<file path="config.mk">
export PLATFORM = sky130hd
export DESIGN_NAME = fa_nibble_seq_sched
export DESIGN_NICKNAME = d
export VERILOG_FILES = /design/src/rtl/fa_nibble_seq_sched.sv
export SDC_FILE = /design/constraint.sdc
export NUM_CORES = 1
export LEC_CHECK = 0
export ABC_CLOCK_PERIOD_IN_PS = 2500
export CORE_MARGIN = 3
export CORE_UTILIZATION = 45
export CTS_BUF_LIST = sky130_fd_sc_hd__clkbuf_8
export DETAILED_ROUTE_END_ITERATION = 10
export PLACE_DENSITY_LB_ADDON = 0.15
export SETUP_SLACK_MARGIN = 0.02
export SKIP_LAST_GASP = 1
export SYNTH_ARGS = -nofsm -noshare
export SYNTH_HDL_FRONTEND = slang
export SYNTH_SLANG_ARGS = --single-unit
</file>
<file path="constraint.sdc">
create_clock -name clk -period 2.5 [get_ports clk]
set_input_delay 0.5 -clock clk [delete_from_list [all_inputs] [get_ports clk]]
set_output_delay 0.5 -clock clk [all_outputs]
set_load 0.1 [all_outputs]
</file>
<file path="src/rtl/fa_nibble_seq_sched.sv">
// Round-robin scheduler sharing one 4-bit adder between two requesters;
// wide sums are rippled through it one nibble per cycle, LSB nibble first.
module fa_nibble_seq_sched #(
  parameter int NIBBLES = 4
) (
  input  logic                   clk,
  input  logic                   rst,
  input  logic                   req0_valid,
  output logic                   req0_ready,
  input  logic [4*NIBBLES-1:0]   req0_a,
  input  logic [4*NIBBLES-1:0]   req0_b,
  input  logic                   req1_valid,
  output logic                   req1_ready,
  input  logic [4*NIBBLES-1:0]   req1_a,
  input  logic [4*NIBBLES-1:0]   req1_b,
  output logic                   rsp_valid,
  input  logic                   rsp_ready,
  output logic [4*NIBBLES-1:0]   rsp_sum,
  output logic                   rsp_c_out,
  output logic                   rsp_id,
  output logic                   busy
);

  localparam int W  = 4 * NIBBLES;
  localparam int CW = (NIBBLES > 1) ? $clog2(NIBBLES) : 1;
  localparam logic [CW-1:0] LAST_CNT = CW'(NIBBLES - 1);

  typedef enum logic [1:0] {
    IDLE = 2'd0,
    RUN  = 2'd1,
    DONE = 2'd2
  } state_t;

  function automatic logic [4:0] add_nibble(input logic [3:0] a, input logic [3:0] b,
                                            input logic c);
    add_nibble = {1'b0, a} + {1'b0, b} + {4'b0000, c};
  endfunction

  state_t          state_q, state_d;
  logic [W-1:0]    a_q, a_d;
  logic [W-1:0]    b_q, b_d;
  logic [W-1:0]    work_q, work_d;
  logic [CW-1:0]   cnt_q, cnt_d;
  logic            carry_q, carry_d;
  logic            id_q, id_d;
  logic            last_grant_q, last_grant_d;
  logic [W-1:0]    rsp_sum_q, rsp_sum_d;
  logic            rsp_c_out_q, rsp_c_out_d;
  logic            rsp_id_q, rsp_id_d;
  logic            rsp_valid_q, rsp_valid_d;
  logic            busy_q, busy_d;

  logic            grant_s;
  logic            accept_s;
  logic [CW+1:0]   shamt_s;
  logic [W-1:0]    a_shift_s;
  logic [W-1:0]    b_shift_s;
  logic [4:0]      nib_res_s;
  logic [W-1:0]    work_upd_s;

  // Round-robin grant: on a tie the requester that did not win last time goes.
  always_comb begin
    grant_s = 1'b0;
    if (req0_valid && req1_valid) begin
      grant_s = ~last_grant_q;
    end else if (req1_valid) begin
      grant_s = 1'b1;
    end else begin
      grant_s = 1'b0;
    end
    req0_ready = (state_q == IDLE) & ~grant_s & req0_valid;
    req1_ready = (state_q == IDLE) &  grant_s & req1_valid;
    accept_s   = req0_ready | req1_ready;
  end

  // Shared nibble adder datapath for the current counter position.
  always_comb begin
    shamt_s    = {cnt_q, 2'b00};
    a_shift_s  = a_q >> shamt_s;
    b_shift_s  = b_q >> shamt_s;
    nib_res_s  = add_nibble(a_shift_s[3:0], b_shift_s[3:0], carry_q);
    work_upd_s = (work_q & ~(W'(4'hF) << shamt_s)) | (W'(nib_res_s[3:0]) << shamt_s);
  end

  // Next-state and datapath register updates.
  always_comb begin
    state_d      = state_q;
    a_d          = a_q;
    b_d          = b_q;
    work_d       = work_q;
    cnt_d        = cnt_q;
    carry_d      = carry_q;
    id_d         = id_q;
    last_grant_d = last_grant_q;
    rsp_sum_d    = rsp_sum_q;
    rsp_c_out_d  = rsp_c_out_q;
    rsp_id_d     = rsp_id_q;
    case (state_q)
      IDLE: begin
        if (accept_s) begin
          a_d          = grant_s ? req1_a : req0_a;
          b_d          = grant_s ? req1_b : req0_b;
          id_d         = grant_s;
          last_grant_d = grant_s;
          work_d       = {W{1'b0}};
          carry_d      = 1'b0;
          cnt_d        = {CW{1'b0}};
          state_d      = RUN;
        end else begin
          state_d = IDLE;
        end
      end
      RUN: begin
        work_d  = work_upd_s;
        carry_d = nib_res_s[4];
        if (cnt_q == LAST_CNT) begin
          // Result registers only change here, so they stay stable otherwise.
          cnt_d       = {CW{1'b0}};
          rsp_sum_d   = work_upd_s;
          rsp_c_out_d = nib_res_s[4];
          rsp_id_d    = id_q;
          state_d     = DONE;
        end else begin
          cnt_d = cnt_q + {{(CW-1){1'b0}}, 1'b1};
        end
      end
      DONE: begin
        if (rsp_ready) begin
          state_d = IDLE;
        end else begin
          state_d = DONE;
        end
      end
      default: begin
        state_d = IDLE;
      end
    endcase
    rsp_valid_d = (state_d == DONE);
    busy_d      = (state_d != IDLE);
  end

  // State and datapath registers with synchronous reset.
  always_ff @(posedge clk) begin
    if (rst) begin
      state_q      <= IDLE;
      a_q          <= {W{1'b0}};
      b_q          <= {W{1'b0}};
      work_q       <= {W{1'b0}};
      cnt_q        <= {CW{1'b0}};
      carry_q      <= 1'b0;
      id_q         <= 1'b0;
      last_grant_q <= 1'b1;
      rsp_sum_q    <= {W{1'b0}};
      rsp_c_out_q  <= 1'b0;
      rsp_id_q     <= 1'b0;
      rsp_valid_q  <= 1'b0;
      busy_q       <= 1'b0;
    end else begin
      state_q      <= state_d;
      a_q          <= a_d;
      b_q          <= b_d;
      work_q       <= work_d;
      cnt_q        <= cnt_d;
      carry_q      <= carry_d;
      id_q         <= id_d;
      last_grant_q <= last_grant_d;
      rsp_sum_q    <= rsp_sum_d;
      rsp_c_out_q  <= rsp_c_out_d;
      rsp_id_q     <= rsp_id_d;
      rsp_valid_q  <= rsp_valid_d;
      busy_q       <= busy_d;
    end
  end

  assign rsp_valid = rsp_valid_q;
  assign rsp_sum   = rsp_sum_q;
  assign rsp_c_out = rsp_c_out_q;
  assign rsp_id    = rsp_id_q;
  assign busy      = busy_q;

endmodule

</file>
==> flow_summary_export.csv <==
group,metric,value,unit
setup_path,timing.reg2reg.worst_path_depth,7,
synthesis,yosysWarningCount,0,
placement,setup_slack_placement,55.7,ps
clock_network,cts.path.max_buffers,2,
final_layout,finish.instance_area,4620,um^2
clock_network,clock_tree_from_tritoncts,"built",
final_layout,area.growth.synth_to_final,31.8,%
placement,dpl.hpwl,5650,um
synthesis,complex_gate_fraction_of_the_synthesized_area,0.210,
setup_path,critical_path.startpoint_type,"flip-flop",
clock_network,clk_root_buffer_cell,"clkbuf_8",
run_status,status,"finished clean",
setup_path,worst_endpoint_required_time,2720,ps
synthesis,synthMostInstantiatedCell,"dfxtp_1",
global_routing,antenna_violations_before_repair,0,
sta,period_share,0.943,
synthesis,synthMuxAreaShare,0.146,
min_path,worst_hold_path_type,"flip-flop to flip-flop",
setup_path,worst-setup-path-type,"flip-flop to flip-flop",
floorplan,core_area,7410,um^2
floorplan,number_of_standard_cell_rows_in_the_floorplan,31,
global_routing,grt_first_pass_wirelength,12800,um
synthesis,synth_area,3500,um^2
sta,final.setup.worst_slack,143,ps
setup_path,critPathCaptureType,"flip-flop",
synthesis,syn_nets,438,
clock_network,cts.htree.levels,3,
synthesis,synth_top_cell_area_share,0.406,
clock_network,cts_post_setup_buffers_inserted,0,
placement,placement.io_buffers,90,
clock_network,cts.hold.buffers_added,0,
drt,wire_per_inst,14.0,um
synthesis,post_synth.cell_area_avg,9.74,um^2
synthesis,synth_sequential_area_ratio,0.406,
drt,detail_route.vias_per_cell,5.21,
drt,vias_after_detailed_routing,2840,
sta,fmaxAchievable,0.424,GHz
global_routing,track_usage,0.182,
synthesis,ys_seq_elements,71,
synthesis,synth_xor_xnor_area_share,0.00500,
pwr,peakVddDrop,0.000278,V
placement,post-place-cells,529,
floorplan,die_x,94.3,um
drt,ant_nets,0,
synthesis,synthSimpleGateAreaFrac,0.133,
floorplan,chipHeight,94.3,um
sta,timing.slew.headroom,0.715,
clock_network,post_cts_resized,0,
synthesis,synthTopCellsByCount,"dfxtp_1, nor2_1, a211oi_1, mux2i_1, nand2_1",
synthesis,synth-edff-count,0,
pwr,power.static_leakage,1.76,nW
setup_path,end_of_the_critical_path,"work_q[6]$_SDFFE_PP0P_",
drt,first_iteration_detailed_routing_drc_count,87,
setup_path,ff2ff_setup_slack,140,ps
pwr,pwr_density_cell,578,nW/um^2
synthesis,ys_top_cells_by_area,"dfxtp_1, mux2i_1, a211oi_1, nor2_1, mux4_2",
synthesis,post_synth_fa_ha_maj_area_fraction,0.0364,
sta,setup-violations-final,0,
floorplan,initial_utilization,0.473,
final_layout,fill_cells,622,
final_layout,num_antenna_cells,0,
synthesis,ys.flop_type,"dfxtp_1",
sta,worst_case_clock_skew,7.05,ps
drt,detailedRoute.firstPassIterationCount,5,
setup_path,critPathArrivalTime,2580,ps
synthesis,synthCells,360,
synthesis,synth_top_family_by_area,"compound AO/OA/AOI/OAI gates",
sta,max_slew.worst_pin.slew,427,ps
pwr,fin_total_pwr,2.67,mW
clock_network,cts.sink_count,71,
floorplan,die_outline_area,8880,um^2
final_layout,multi_input_area,1910,um^2
final_layout,regArea,1420,um^2
synthesis,post_synthesis_async_set_or_reset_flop_share,0,
placement,dpl-instance-area,4420,um^2
global_routing,vias_in_the_first_global_route,2729,
sta,period_needed,2360,ps
placement,weighted_congestion_reported_at_the_end_of_routability_driven_placement,0.873,
clock_network,clock_insertion_delay_worst_skew,340,ps
synthesis,synth.largest_area_cell,"dfxtp_1",
synthesis,netlist-cell-type-count,43,
drt,post-route-drc-count,0,
sta,hold_viol,0,
setup_path,crit_path_start,"cnt_q[0]$_SDFFE_PP0P_",
final_layout,share_of_cells_above_drive_strength_1,0.188,
floorplan,ios,91,
final_layout,num-nets-final,519,
drt,detail_route.wirelength,7620,um
setup_path,critical_path.reg2reg.startpoint,"cnt_q[0]$_SDFFE_PP0P_",
flow_run,drv.max_cap_violation_count,0,
sta,final-max-slew-violation-count,0,
sta,setup_repair_after_global_routing_missed_its_margin,"false",
global_routing,grt_max_degree,75,
clock_network,inserted_clock_buffers,9,
sta,hold_ws,454,ps
setup_path,rr_endpoint,"work_q[6]$_SDFFE_PP0P_",
global_routing,total_global_routing_overflow,0,
setup_path,largest_fanout_on_the_critical_path,4,
clock_network,clk_pin_slew,70,ps
final_layout,stdcell_count,545,
sta,fin_setup_tns,0,ps
final_layout,post-route-util,0.624,
## report_power, final
part | switching, mW | internal (mW)
sequential | 0.0439 | 1.21
clock | 0.417 | 0.352
combinational | 0.333 | 0.319
## flip-flops by register name (all words and copies together), names as in the netlist, 2 cells and up
register and cells:
rsp_sum 16, b_q 16, a_q 16, state_q 2, work_q 12, cnt_q 2
## worst min path at each step
| stage | endpoint | start | depth (start not counted) |
|---|---|---|---|
| 5_1_grt | work_q[7]$_SDFFE_PP0P_ | work_q[7]$_SDFFE_PP0P_ | 1 |
| 4_1_cts | rsp_id$_SDFFE_PP0P_ | id_q$_SDFFE_PP0N_ | 2 |
| 3_3_place_gp | rsp_sum[13]$_SDFFE_PP0P_ | rsp_sum[13]$_SDFFE_PP0P_ | 2 |
| 3_5_place_dp | rsp_id$_SDFFE_PP0P_ | id_q$_SDFFE_PP0N_ | 2 |
| 6_report | rsp_sum[12]$_SDFFE_PP0P_ | rsp_sum[12]$_SDFFE_PP0P_ | 2 |
| 2_1_floorplan | rsp_id$_SDFFE_PP0P_ | id_q$_SDFFE_PP0N_ | 2 |
## layer usage
| metal | up-vias | track usage | routed length, um |
|---|---|---|---|
| li1 | 1455 | - | - |
| met1 | 1292 | 0.242 | 3390 |
| met2 | 82 | 0.292 | 3720 |
| met3 | 11 | 0.0361 | 388 |
| met4 | 0 | 0.0686 | 123 |
| met5 | - | 0 | 0 |
## cell usage in the layout (no fill, tap or decap), drive strengths merged
master,n
a211oi,42
a21boi,1
a21o,2
a21oi,21
a32o,4
and2,2
and3b,1
buf,33
clkbuf,9
clkdlybuf4s50,67
clkinv,6
dfxtp,71
fa,2
ha,7
inv,8
mux2,1
mux2i,32
mux4,8
nand2,23
nand2b,2
nand3,1
nand4,3
nor2,58
nor2b,12
nor3,1
o211ai,1
o21a,1
o21ai,4
o21ba,3
o221ai,3
o22a,10
o22ai,3
or3,2
xnor2,1
xor2,1
## cell type report
class / count / share of cell area
multi-input cells: 252 / 0.413
repair buffers: 100 / 0.211
well taps: 99 / 0.0268
inverters: 7 / 0.00569
flip-flops and latches: 71 / 0.308
clock buffers: 9 / 0.0268
clock inverters: 7 / 0.00894
## cell families after synthesis
family          Yosys count
flops                    71
xor+xnor                  2
buf+inv                  37
compound gates           95
fa+ha+maj                 9
mux                      41
simple gates            105
## critical path, cell delays in order (launching register included)
cell and delay [ps]:
dfxtp_2 350, mux4_2 520, fa_2 380, fa_2 420, xor2_4 190, a21oi_1 180
o22a_1 160, nor2_1 40
(Power assumes the default switching activity.)
